--- src/rtl/fu_matrix_ls_seq.sv ---
// Matrix load/store row sequencer: walks base + i*stride, issues row requests to the
// scratchpad with a bounded in-flight count and pulses done once every row has completed.
module fu_matrix_ls_seq #(
    parameter  int unsigned WORD_W   = 32,
    parameter  int unsigned MAX_ROWS = 4,
    parameter  int unsigned MAX_OUT  = 2,
    parameter  int unsigned MAT_W    = 2,
    localparam int unsigned ROW_W    = $clog2(MAX_ROWS + 1),
    localparam int unsigned OUT_W    = $clog2(MAX_OUT + 1)
) (
    input  logic              CLK,
    input  logic              RST,
    input  logic              flush,
    input  logic              freeze,
    input  logic              req_valid,
    output logic              req_ready,
    input  logic              req_ls,
    input  logic [MAT_W-1:0]  req_mat,
    input  logic [WORD_W-1:0] req_base,
    input  logic [WORD_W-1:0] req_stride,
    input  logic [ROW_W-1:0]  req_rows,
    output logic              sp_valid,
    input  logic              sp_ready,
    output logic              sp_ls,
    output logic [WORD_W-1:0] sp_addr,
    output logic [ROW_W-1:0]  sp_row,
    output logic [MAT_W-1:0]  sp_mat,
    input  logic              mhit,
    output logic              done,
    output logic [MAT_W-1:0]  done_mat,
    output logic              busy
);

    typedef enum logic [1:0] {StIdle, StIssue, StDone, StDrain} state_e;

    state_e            state;
    logic [ROW_W-1:0]  issued;
    logic [ROW_W-1:0]  completed;
    logic [ROW_W-1:0]  rows;
    logic [OUT_W-1:0]  outstanding;
    logic [WORD_W-1:0] addr;
    logic [WORD_W-1:0] stride;
    logic              ls;
    logic [MAT_W-1:0]  mat;

    logic              accept;
    logic              issue_fire;
    logic              hit;
    logic [OUT_W-1:0]  out_next;
    logic [ROW_W-1:0]  completed_next;
    logic [ROW_W-1:0]  rows_clamped;

    always_comb begin
        req_ready  = (state == StIdle) && !freeze && !flush;
        accept     = req_valid && req_ready;
        sp_valid   = (state == StIssue) && (issued < rows) &&
                     (outstanding < OUT_W'(MAX_OUT)) && !freeze && !flush;
        issue_fire = sp_valid && sp_ready;
        // A completion with nothing in flight is stray and must not underflow the count.
        hit        = mhit && (outstanding != '0);

        out_next = outstanding;
        if (issue_fire && !hit) begin
            out_next = outstanding + OUT_W'(1);
        end else if (hit && !issue_fire) begin
            out_next = outstanding - OUT_W'(1);
        end

        completed_next = completed + ROW_W'(hit);
        rows_clamped   = (req_rows > ROW_W'(MAX_ROWS)) ? ROW_W'(MAX_ROWS) : req_rows;

        sp_addr  = addr;
        sp_row   = issued;
        sp_ls    = ls;
        sp_mat   = mat;
        done     = (state == StDone) && !freeze && !flush;
        done_mat = mat;
        busy     = (state != StIdle);
    end

    always_ff @(posedge CLK) begin
        if (RST) begin
            state       <= StIdle;
            issued      <= '0;
            completed   <= '0;
            rows        <= '0;
            outstanding <= '0;
            addr        <= '0;
            stride      <= '0;
            ls          <= 1'b0;
            mat         <= '0;
        end else begin
            // Completions are counted in every state, even while frozen.
            outstanding <= out_next;
            case (state)
                StIdle: begin
                    if (accept) begin
                        ls        <= req_ls;
                        mat       <= req_mat;
                        stride    <= req_stride;
                        addr      <= req_base;
                        rows      <= rows_clamped;
                        issued    <= '0;
                        completed <= '0;
                        state     <= StIssue;
                    end
                end
                StIssue: begin
                    if (flush) begin
                        issued    <= '0;
                        completed <= '0;
                        state     <= (out_next != '0) ? StDrain : StIdle;
                    end else begin
                        completed <= completed_next;
                        if (issue_fire) begin
                            addr   <= addr + stride;
                            issued <= issued + ROW_W'(1);
                        end
                        if (!freeze && (completed_next == rows)) begin
                            state <= StDone;
                        end
                    end
                end
                StDone: begin
                    if (flush) begin
                        issued    <= '0;
                        completed <= '0;
                        state     <= (out_next != '0) ? StDrain : StIdle;
                    end else if (!freeze) begin
                        state <= StIdle;
                    end
                end
                StDrain: begin
                    if (!freeze && (out_next == '0)) begin
                        state <= StIdle;
                    end
                end
                default: state <= StIdle;
            endcase
        end
    end

endmodule

--- config.mk ---
export PLATFORM = sky130hd
export DESIGN_NAME = fu_matrix_ls_seq
export DESIGN_NICKNAME = d
export VERILOG_FILES = /design/src/rtl/fu_matrix_ls_seq.sv
export SDC_FILE = /design/constraint.sdc
export NUM_CORES = 1
export LEC_CHECK = 0
export CORE_MARGIN = 2
export CORE_UTILIZATION = 55
export DETAILED_ROUTE_END_ITERATION = 8
export GPL_TIMING_DRIVEN = 0
export PLACE_DENSITY = 0.88
export SLEW_MARGIN = 40
export SYNTH_ARGS = -nofsm -noshare
export SYNTH_HDL_FRONTEND = slang
export SYNTH_SLANG_ARGS = --single-unit
--- constraint.sdc ---
create_clock -name CLK -period 3.7 [get_ports CLK]
set_input_delay 0.555 -clock CLK [delete_from_list [all_inputs] [get_ports CLK]]
set_output_delay 0.555 -clock CLK [all_outputs]
set_load 0.01 [all_outputs]
==> summary.md, run 1 <==
| Metric | Value |
|---|---|
| Count of pins over their slew limit | 0 |
| H-tree Lvls | 3 |
| Worst-case reg-to-reg path depth | 11 |
| Number of distinct standard cells referenced by the synthesized netlist | 74 |
| CTS clock-pin slew for the worst setup and hold paths | ~0.090 ns |
| CTS tree | done |
| Worst endpoint data arrival time | 3.19 ns |
| Die area | around 0.01 mm2 |
| Part of the cycle the worst path needs | 0.800 |
| Worst-path maximum fanout | 4 |
| Slack of the worst reg-to-reg path | between 0.7 and 0.8 ns |
| Number of nets still failing antenna checks after routing | 0 |
| Portion of the post-synthesis area used by sequential elements | 0.308 |
| Utilization after layout | 0.732 |
| Post-cts repair resize count | 0 |
| Number of instances in the placed design | between 900 and 1000 |
| GRT Overall Usage | 0.328 |
| Relative area change from synthesis to final layout | 29.4% |
| Setup TNS Final | 0 ns |
| Routability congestion estimate from global placement | between 0.9 and 1 |
| Pre-CTS WS | between 0.6 and 0.7 ns |
| Status | finished clean |
| Max-capacitance violation count | 0 |
| Number of flops mapped to enable cells by yosys | 0 |
| Combined area of the multi-input logic cells | 0.00335 mm2 |
| Type of the setup path with the least slack | reg2reg |
| Top cells by area in the synthesized netlist | sky130_fd_sc_hd__dfxtp_1 31%, sky130_fd_sc_hd__ha_1 8.9%, sky130_fd_sc_hd__a21oi_1 8.8%, sky130_fd_sc_hd__nand2_1 8.7%, sky130_fd_sc_hd__nor2_1 4.2% |
| Worst Skew | 0.0115 ns |
| Proportion of netlist area held by the largest area contributor | 0.308 |
| Critical Path Source | sp_addr[0] |
| Most area-hungry cell type in the Yosys netlist | sky130_fd_sc_hd__dfxtp_1 |
| Fraction of registers with async set or reset after synthesis | 0 |
| Ports | roughly 120 |
| Hold buffer count at CTS | 0 |
| Vias in the first global route | between 5000 and 6000 |
| Number of warnings printed during yosys synthesis | 0 |
| CTS sink cnt | 80 |
| Tightest slew margin relative to the limit | 0.517 |
| Number of inserted diodes | 0 |
| Final worst-path setup slack | between 0.7 and 0.8 ns |
| Pin count of the biggest net entering global routing | 15 |
| Total length of routed wires | approximately 17000 um |
| Number of fillers in the final layout | 730 |
| Crit path required time | between 3 and 4 ns |
| Top_reg_cell synth | sky130_fd_sc_hd__dfxtp_1 |
| Number of buffers added by the clock tree synthesis step | 9 |
| Leading cell type by number of instances after synthesis | sky130_fd_sc_hd__nand2_1 |
| Buffers added on ports | 119 |
| Width of the chip | 101 um |
| Number of DRC violations after detailed routing | 0 |
| Element type at the critical path start | flip-flop |
| Final #Nets | ~930 |
| Unrepaired setup endpoints after global routing | no |
| Crit Reg-Reg Endpoint | sp_addr[30] |
| First-pass DRT Iterations | 5 |
| Routed via count | ~5700 |
| Synthesized instance count | roughly 680 |
| Maximum vdd drop | 0.220 mV |
| Mean Syn Cell Area | between 7 and 8 um2 |
| Hold path cells | 2 |
| Power density over the cells | about 300 mW/mm2 |
| Post-CTS Repair Setup Buffers | 0 |
| Setup violation total in the final timing report | 0 |
| Startpoint of the lowest-slack register-to-register path | sp_addr[0] |
| Capturing element type of the critical path | flip-flop |
| Sequential cell area in the final layout | ~0.0016 mm2 |
| Static leakage | 0.00264 uW |
| Beginning of the worst hold path | stride[4] |
| Placement row count | 35 |
| Final standard cell count with taps included and fillers excluded | between 900 and 1000 |
| Cell Area, Synth | slightly above 0.005 mm2 |
| Via density per instance | a little over 6 |
| Sum of overflow across all layers after global routing | 0 |
| Antenna violations before repair | 0 |
| Final Total Pwr | slightly above 2000 uW |
| Measured slew at the worst slew-check pin | 0.725 ns |
| Dpl hpwl | between 10000 and 15000 um |
| Cell chosen for the clock root | sky130_fd_sc_hd__clkbuf_8 |
| Clock period minus worst slack | 2.96 ns |
| Top post-synthesis cells by count | 121 x sky130_fd_sc_hd__nand2_1, 91 x sky130_fd_sc_hd__a21oi_1, 80 x sky130_fd_sc_hd__dfxtp_1, 58 x sky130_fd_sc_hd__nor2_1, 37 x sky130_fd_sc_hd__ha_1 |
| Post-synthesis sequential element count | 80 |
| Syn Nets | 796 |
| DIE HEIGHT | a little over 100 um |
| Clock tree buffer depth | 2 |
| Initial standard-cell utilization of the core | 0.565 |
| Wire length of the first global-routing pass | about 27000 um |
| Class of the worst hold path | reg2reg |
| Fin. Hold Viols | 0 |
| Average wire length per cell after detail routing | 17.8 um |
| Fraction of final layout cells with drive strength greater than 1 | 0.0527 |
| Capture endpoint of the worst hold path | stride[4] |
| Number of DRC violations after detailed-routing iteration 0 | about 460 |
| Highest clock rate | ~340 MHz |
| Core region area | approximately 0.0092 mm2 |
| Later-pin clock latency in the skew report | between 0.3 and 0.4 ns |
-- per-layer routing --
metal / GRT usage / vias up / routed length, um
li1: - / 2705 / -
met1: 0.396 / 2681 / 6630
met2: 0.577 / 274 / 8030
met3: 0.0669 / 46 / 1390
met4: 0.115 / 0 / 456
met5: 0 / - / 0
-- power breakdown --
part / internal [uW] / total, uW / switching (uW)
Clock: 316 / 672 / 356
Sequential: 896 / 925 / 29.3
Combinational: 202 / 416 / 213
-- critical path, stage by stage (launching register included) --
cell	delay, ns
sky130_fd_sc_hd__dfxtp_1	0.37
sky130_fd_sc_hd__ha_1	0.21
sky130_fd_sc_hd__inv_1	0.07
sky130_fd_sc_hd__fa_1	0.39
sky130_fd_sc_hd__nor2b_1	0.23
sky130_fd_sc_hd__o2111a_1	0.27
sky130_fd_sc_hd__o21ai_2	0.12
sky130_fd_sc_hd__a211oi_1	0.40
sky130_fd_sc_hd__o22ai_1	0.23
sky130_fd_sc_hd__o21bai_1	0.27
sky130_fd_sc_hd__xnor2_1	0.17
sky130_fd_sc_hd__o22ai_1	0.10
-- area by class of cell --
cell class | instances | area share
Timing Repair Buffer | 119 | 0.177
Clock inverter | 6 | 0.0104
Multi-Input combinational cell | 542 | 0.498
Tap cell | 111 | 0.0206
Sequential cell | 80 | 0.238
Clock buffer | 10 | 0.0190
Inverter | 19 | 0.0106
Buffer | 40 | 0.0260
-- how the worst max path moves through the flow --
stage | depth (start not counted) | slack [ns] | to
3_3_place_gp | 10 | 0.75 | sp_addr[13]
6_report | 11 | 0.74 | sp_addr[30]
3_5_place_dp | 8 | 0.69 | sp_addr[21]
2_1_floorplan | 11 | 1.20 | sp_addr[24]
4_1_cts | 11 | 0.81 | sp_addr[30]
5_1_grt | 11 | 0.57 | sp_addr[22]
-- stage by stage --
step,instance area [um2],hold slack (ns)
4_1_cts,6730,0.463
3_3_place_gp,6530,0.445
5_1_grt,6730,0.485
6_report,6730,0.461
3_5_place_dp,6530,0.451
2_1_floorplan,5200,0.436
-- layout by cell type, fill, tap and decap left out, drive strengths merged, types with 6 or more instances in the layout --
cell type | netlist | final
nor2 | 59 | 59
clkbuf | 28 | 38
a2111oi | 6 | 6
o21a | 6 | 6
a211oi | 21 | 21
clkdlybuf4s50 | 0 | 119
xor2 | 6 | 6
nor2b | 6 | 6
nor3 | 17 | 17
dfxtp | 80 | 80
nand3 | 15 | 15
ha | 37 | 37
inv | 19 | 19
nand2 | 121 | 121
a311oi | 8 | 8
buf | 12 | 12
o211ai | 6 | 6
a21oi | 93 | 93
and3 | 10 | 10
xnor2 | 19 | 19
a21o | 11 | 11
o21ai | 30 | 30
-- registers in the layout, summed over array words and instances (netlist names) --
name / count
sp_row: 3
state: 2
outstanding: 2
done_mat: 2
sp_ls: 1
sp_addr: 32
stride: 32
rows: 3
completed: 3
-- kinds of logic after synthesis --
kind of cell	after synthesis	share of synthesized area
compound gates	216	0.275
xor+xnor	25	0.0421
fa+ha+maj	38	0.0929
buf+inv	59	0.0474
flops	80	0.308
mux	3	0.00602
simple gates	260	0.229
(Power assumes the default switching activity.)
==> run 2, diff against run 1 <==
CORE_UTILIZATION = 51   (was 55)
PLACE_DENSITY = 0.82   (was 0.88)
clock period = 2.9 ns   (was 3.7 ns; I/O delays follow)
==> run 2 against run 1 <==
Highest routed layer unchanged. Count of clock-buffer cells in the layout increased by 1. Register-to-register slack worse by 0.64 ns. Core utilization decreased by 3.6 points. Combinational power up 29%. Worst hold slack improved by 0.0038 ns. Clock power is 58% higher. Global-route usage fell by 3.3 points. Sequential power increased by 28%.
==> summary.md, run 2 (synthesis gave the netlist of run 1 again) <==
| Metric | Value |
|---|---|
| Placement row count | 36 (+2.9%) |
| Combined area of the multi-input logic cells | 0.00337 mm2 (+0.60%) |
| CTS sink cnt | 80 (unchanged) |
| Hold path cells | 2 (unchanged) |
| Final #Nets | 926 (unchanged) |
| Max-capacitance violation count | 0 (unchanged) |
| CTS clock-pin slew for the worst setup and hold paths | 0.09 ns (about the same) |
| Measured slew at the worst slew-check pin | 0.770 ns (+0.0449 ns) |
| Routed via count | 5645 (-1.1%) |
| Initial standard-cell utilization of the core | 0.530 (-0.0359) |
| Startpoint of the lowest-slack register-to-register path | sp_addr[0] |
| H-tree Lvls | 3 (unchanged) |
| DIE HEIGHT | 105 um (+3.7%) |
| Static leakage | 0.00267 uW (+1.2%) |
| Total length of routed wires | 16400 um (-0.38%) |
| Part of the cycle the worst path needs | 0.967 (+0.167) |
| GRT Overall Usage | 0.295 (-0.0328) |
| Clock tree buffer depth | 2 (unchanged) |
| Sum of overflow across all layers after global routing | 0 (unchanged) |
| Die area | 0.0110 mm2 (+7.5%) |
| Wire length of the first global-routing pass | 26300 um (-1.6%) |
| Worst Skew | 0.0112 ns (-0.000307 ns) |
| Fin. Hold Viols | 0 (unchanged) |
| Number of inserted diodes | 0 (unchanged) |
| Number of DRC violations after detailed-routing iteration 0 | 523 (+14%) |
| Number of DRC violations after detailed routing | 0 (unchanged) |
| Crit path required time | 3.13 ns (-0.80 ns) |
| First-pass DRT Iterations | 6 (+1) |
| Crit Reg-Reg Endpoint | sp_addr[30] |
| Number of instances in the placed design | 933 (+2.4%) |
| Core region area | 0.00982 mm2 (+6.8%) |
| Power density over the cells | 406 mW/mm2 (+36%) |
| Hold buffer count at CTS | 0 (unchanged) |
| Worst-case hold slack | 0.465 ns (+0.00377 ns) |
| Most frequent cells in the layout | 121 x sky130_fd_sc_hd__nand2_1, 119 x sky130_fd_sc_hd__clkdlybuf4s50_1, 91 x sky130_fd_sc_hd__a21oi_1 |
| Critical Path Source | sp_addr[0] |
| Average wire length per cell after detail routing | 17.3 um (-2.7%) |
| Worst-path maximum fanout | 4 (unchanged) |
| Beginning of the worst hold path | sp_ls |
| Width of the chip | 105 um (+3.7%) |
| Element type at the critical path start | flip-flop |
| Utilization after layout | 0.696 (-0.0358) |
| Tightest slew margin relative to the limit | 0.487 (-0.0299) |
| Most common cell after layout, fill and taps aside | sky130_fd_sc_hd__nand2_1 |
| Capturing element type of the critical path | flip-flop |
| Cell internal power dissipation | 2020 uW (+43%) |
| Cell chosen for the clock root | sky130_fd_sc_hd__clkbuf_8 |
| Post-CTS Repair Setup Buffers | 0 (unchanged) |
| Ports | 121 (unchanged) |
| Later-pin clock latency in the skew report | 0.37 ns (about the same) |
| Vias in the first global route | 5591 (-3.2%) |
| CTS tree | done |
| Dpl hpwl | 12400 um (-0.58%) |
| Number of nets still failing antenna checks after routing | 0 (unchanged) |
| Setup violation total in the final timing report | 0 (unchanged) |
| Pin count of the biggest net entering global routing | 14 (-1) |
| Switch Pwr | 757 uW (+26%) |
| Combinational Power Share | 0.193 (-0.013) |
| Clock period minus worst slack | 2.81 ns (-0.156 ns) |
| Number of fillers in the final layout | 850 (+16%) |
| Routability congestion estimate from global placement | 0.951 (-0.37%) |
| Worst-case reg-to-reg path depth | 11 (unchanged) |
| Relative area change from synthesis to final layout | 31.4% |
| Type of the setup path with the least slack | reg2reg |
| Slack of the worst reg-to-reg path | 0.09 ns (-0.64 ns) |
| Maximum vdd drop | 0.229 mV (+4.4%) |
| Antenna violations before repair | 0 (unchanged) |
| Fraction of final layout cells with drive strength greater than 1 | 0.0600 (+0.00735) |
| Pre-CTS WS | -0.0175 ns (-0.706 ns) |
| Number of buffers added by the clock tree synthesis step | 9 (unchanged) |
| Fraction of power consumed by the clock network | 0.382 (+0.048) |
| Worst endpoint data arrival time | 3.04 ns (-0.15 ns) |
| Count of pins over their slew limit | 0 (unchanged) |
| Highest clock rate | 356 MHz (+5.6%) |
| Setup TNS Final | 0 ns (unchanged) |
| Class of the worst hold path | reg2reg |
| Status | finished clean |
| Sequential cell area in the final layout | 0.00160 mm2 (unchanged) |
| Final standard cell count with taps included and fillers excluded | 949 (+2.4%) |
| Via density per instance | 5.95 (-3.4%) |
| Final worst-path setup slack | 0.0945 ns (-0.644 ns) |
| Buffers added on ports | 119 (unchanged) |
| Capture endpoint of the worst hold path | sp_ls |
| Switching Share | 0.272 (-0.0249) |
| Proportion of power drawn by flip-flops and latches | 0.425 (-0.035) |
run 2: cell types whose count changed in the layout (fill, tap and decap cells not counted), sizes merged:
cell / previous run / this run
clkinv: 5 / 1
bufinv: 1 / 3
clkbuf: 38 / 39
clkinvlp: 0 / 1
run 2: what timing repair did:
item / in CTS / in global routing
pin swaps: 0 / 2
resized for setup: 1 / 4
endpoints found under the setup margin: 2 / 6
run 2: per-stage QoR:
stage	cell area [um2]	total power, uW
final	6830	2780
after global routing	6830	2870
after CTS	6820	2760
after detailed placement	6560	1730
after global placement	6560	1710
after floorplan	5200	1480
run 2: critical path: stages (launching register included):
cell	delay, ns
sky130_fd_sc_hd__dfxtp_1	0.37
sky130_fd_sc_hd__ha_1	0.21
sky130_fd_sc_hd__inv_1	0.07
sky130_fd_sc_hd__fa_1	0.39
sky130_fd_sc_hd__nor2b_2	0.20
sky130_fd_sc_hd__o2111a_2	0.27
sky130_fd_sc_hd__o21ai_2	0.12
sky130_fd_sc_hd__a211oi_2	0.37
sky130_fd_sc_hd__o22ai_2	0.17
sky130_fd_sc_hd__o21bai_1	0.25
sky130_fd_sc_hd__xnor2_1	0.15
sky130_fd_sc_hd__o22ai_1	0.09
run 2: layout make-up:
class                   instances  share of cell area
well taps                     133              0.0244
repair buffers                119               0.174
multi-input cells             542               0.494
plain buffers                  40              0.0256
inverters                      19              0.0104
flip-flops and latches         80               0.234
clock inverters                 5              0.0150
clock buffers                  11              0.0222
run 2: worst max-delay path by stage:
stage               slack, ns  depth (start not counted)           to
finish                   0.09                         11  sp_addr[30]
floorplan                0.40                         11  sp_addr[24]
global placement         0.08                          8  sp_addr[31]
detailed placement      -0.02                         11  sp_addr[30]
CTS                       0.1                         11  sp_addr[30]
global route            -0.05                         11  sp_addr[30]
run 2: power groups by stage:
stage,registers [uW],clock network [uW],logic (uW)
after floorplan,1210,0,274
final,1180,1060,535
after global placement,1200,0,507
after detailed placement,1200,0,525
after global routing,1190,1110,579
after CTS,1180,1060,529
run 2: layer usage:
metal,wire (um),vias to the layer above,global-route usage
met5,0,-,0
met4,505,0,0.143
met3,1220,43,0.0468
met2,7790,255,0.499
met1,6920,2640,0.363
li1,-,2707,-
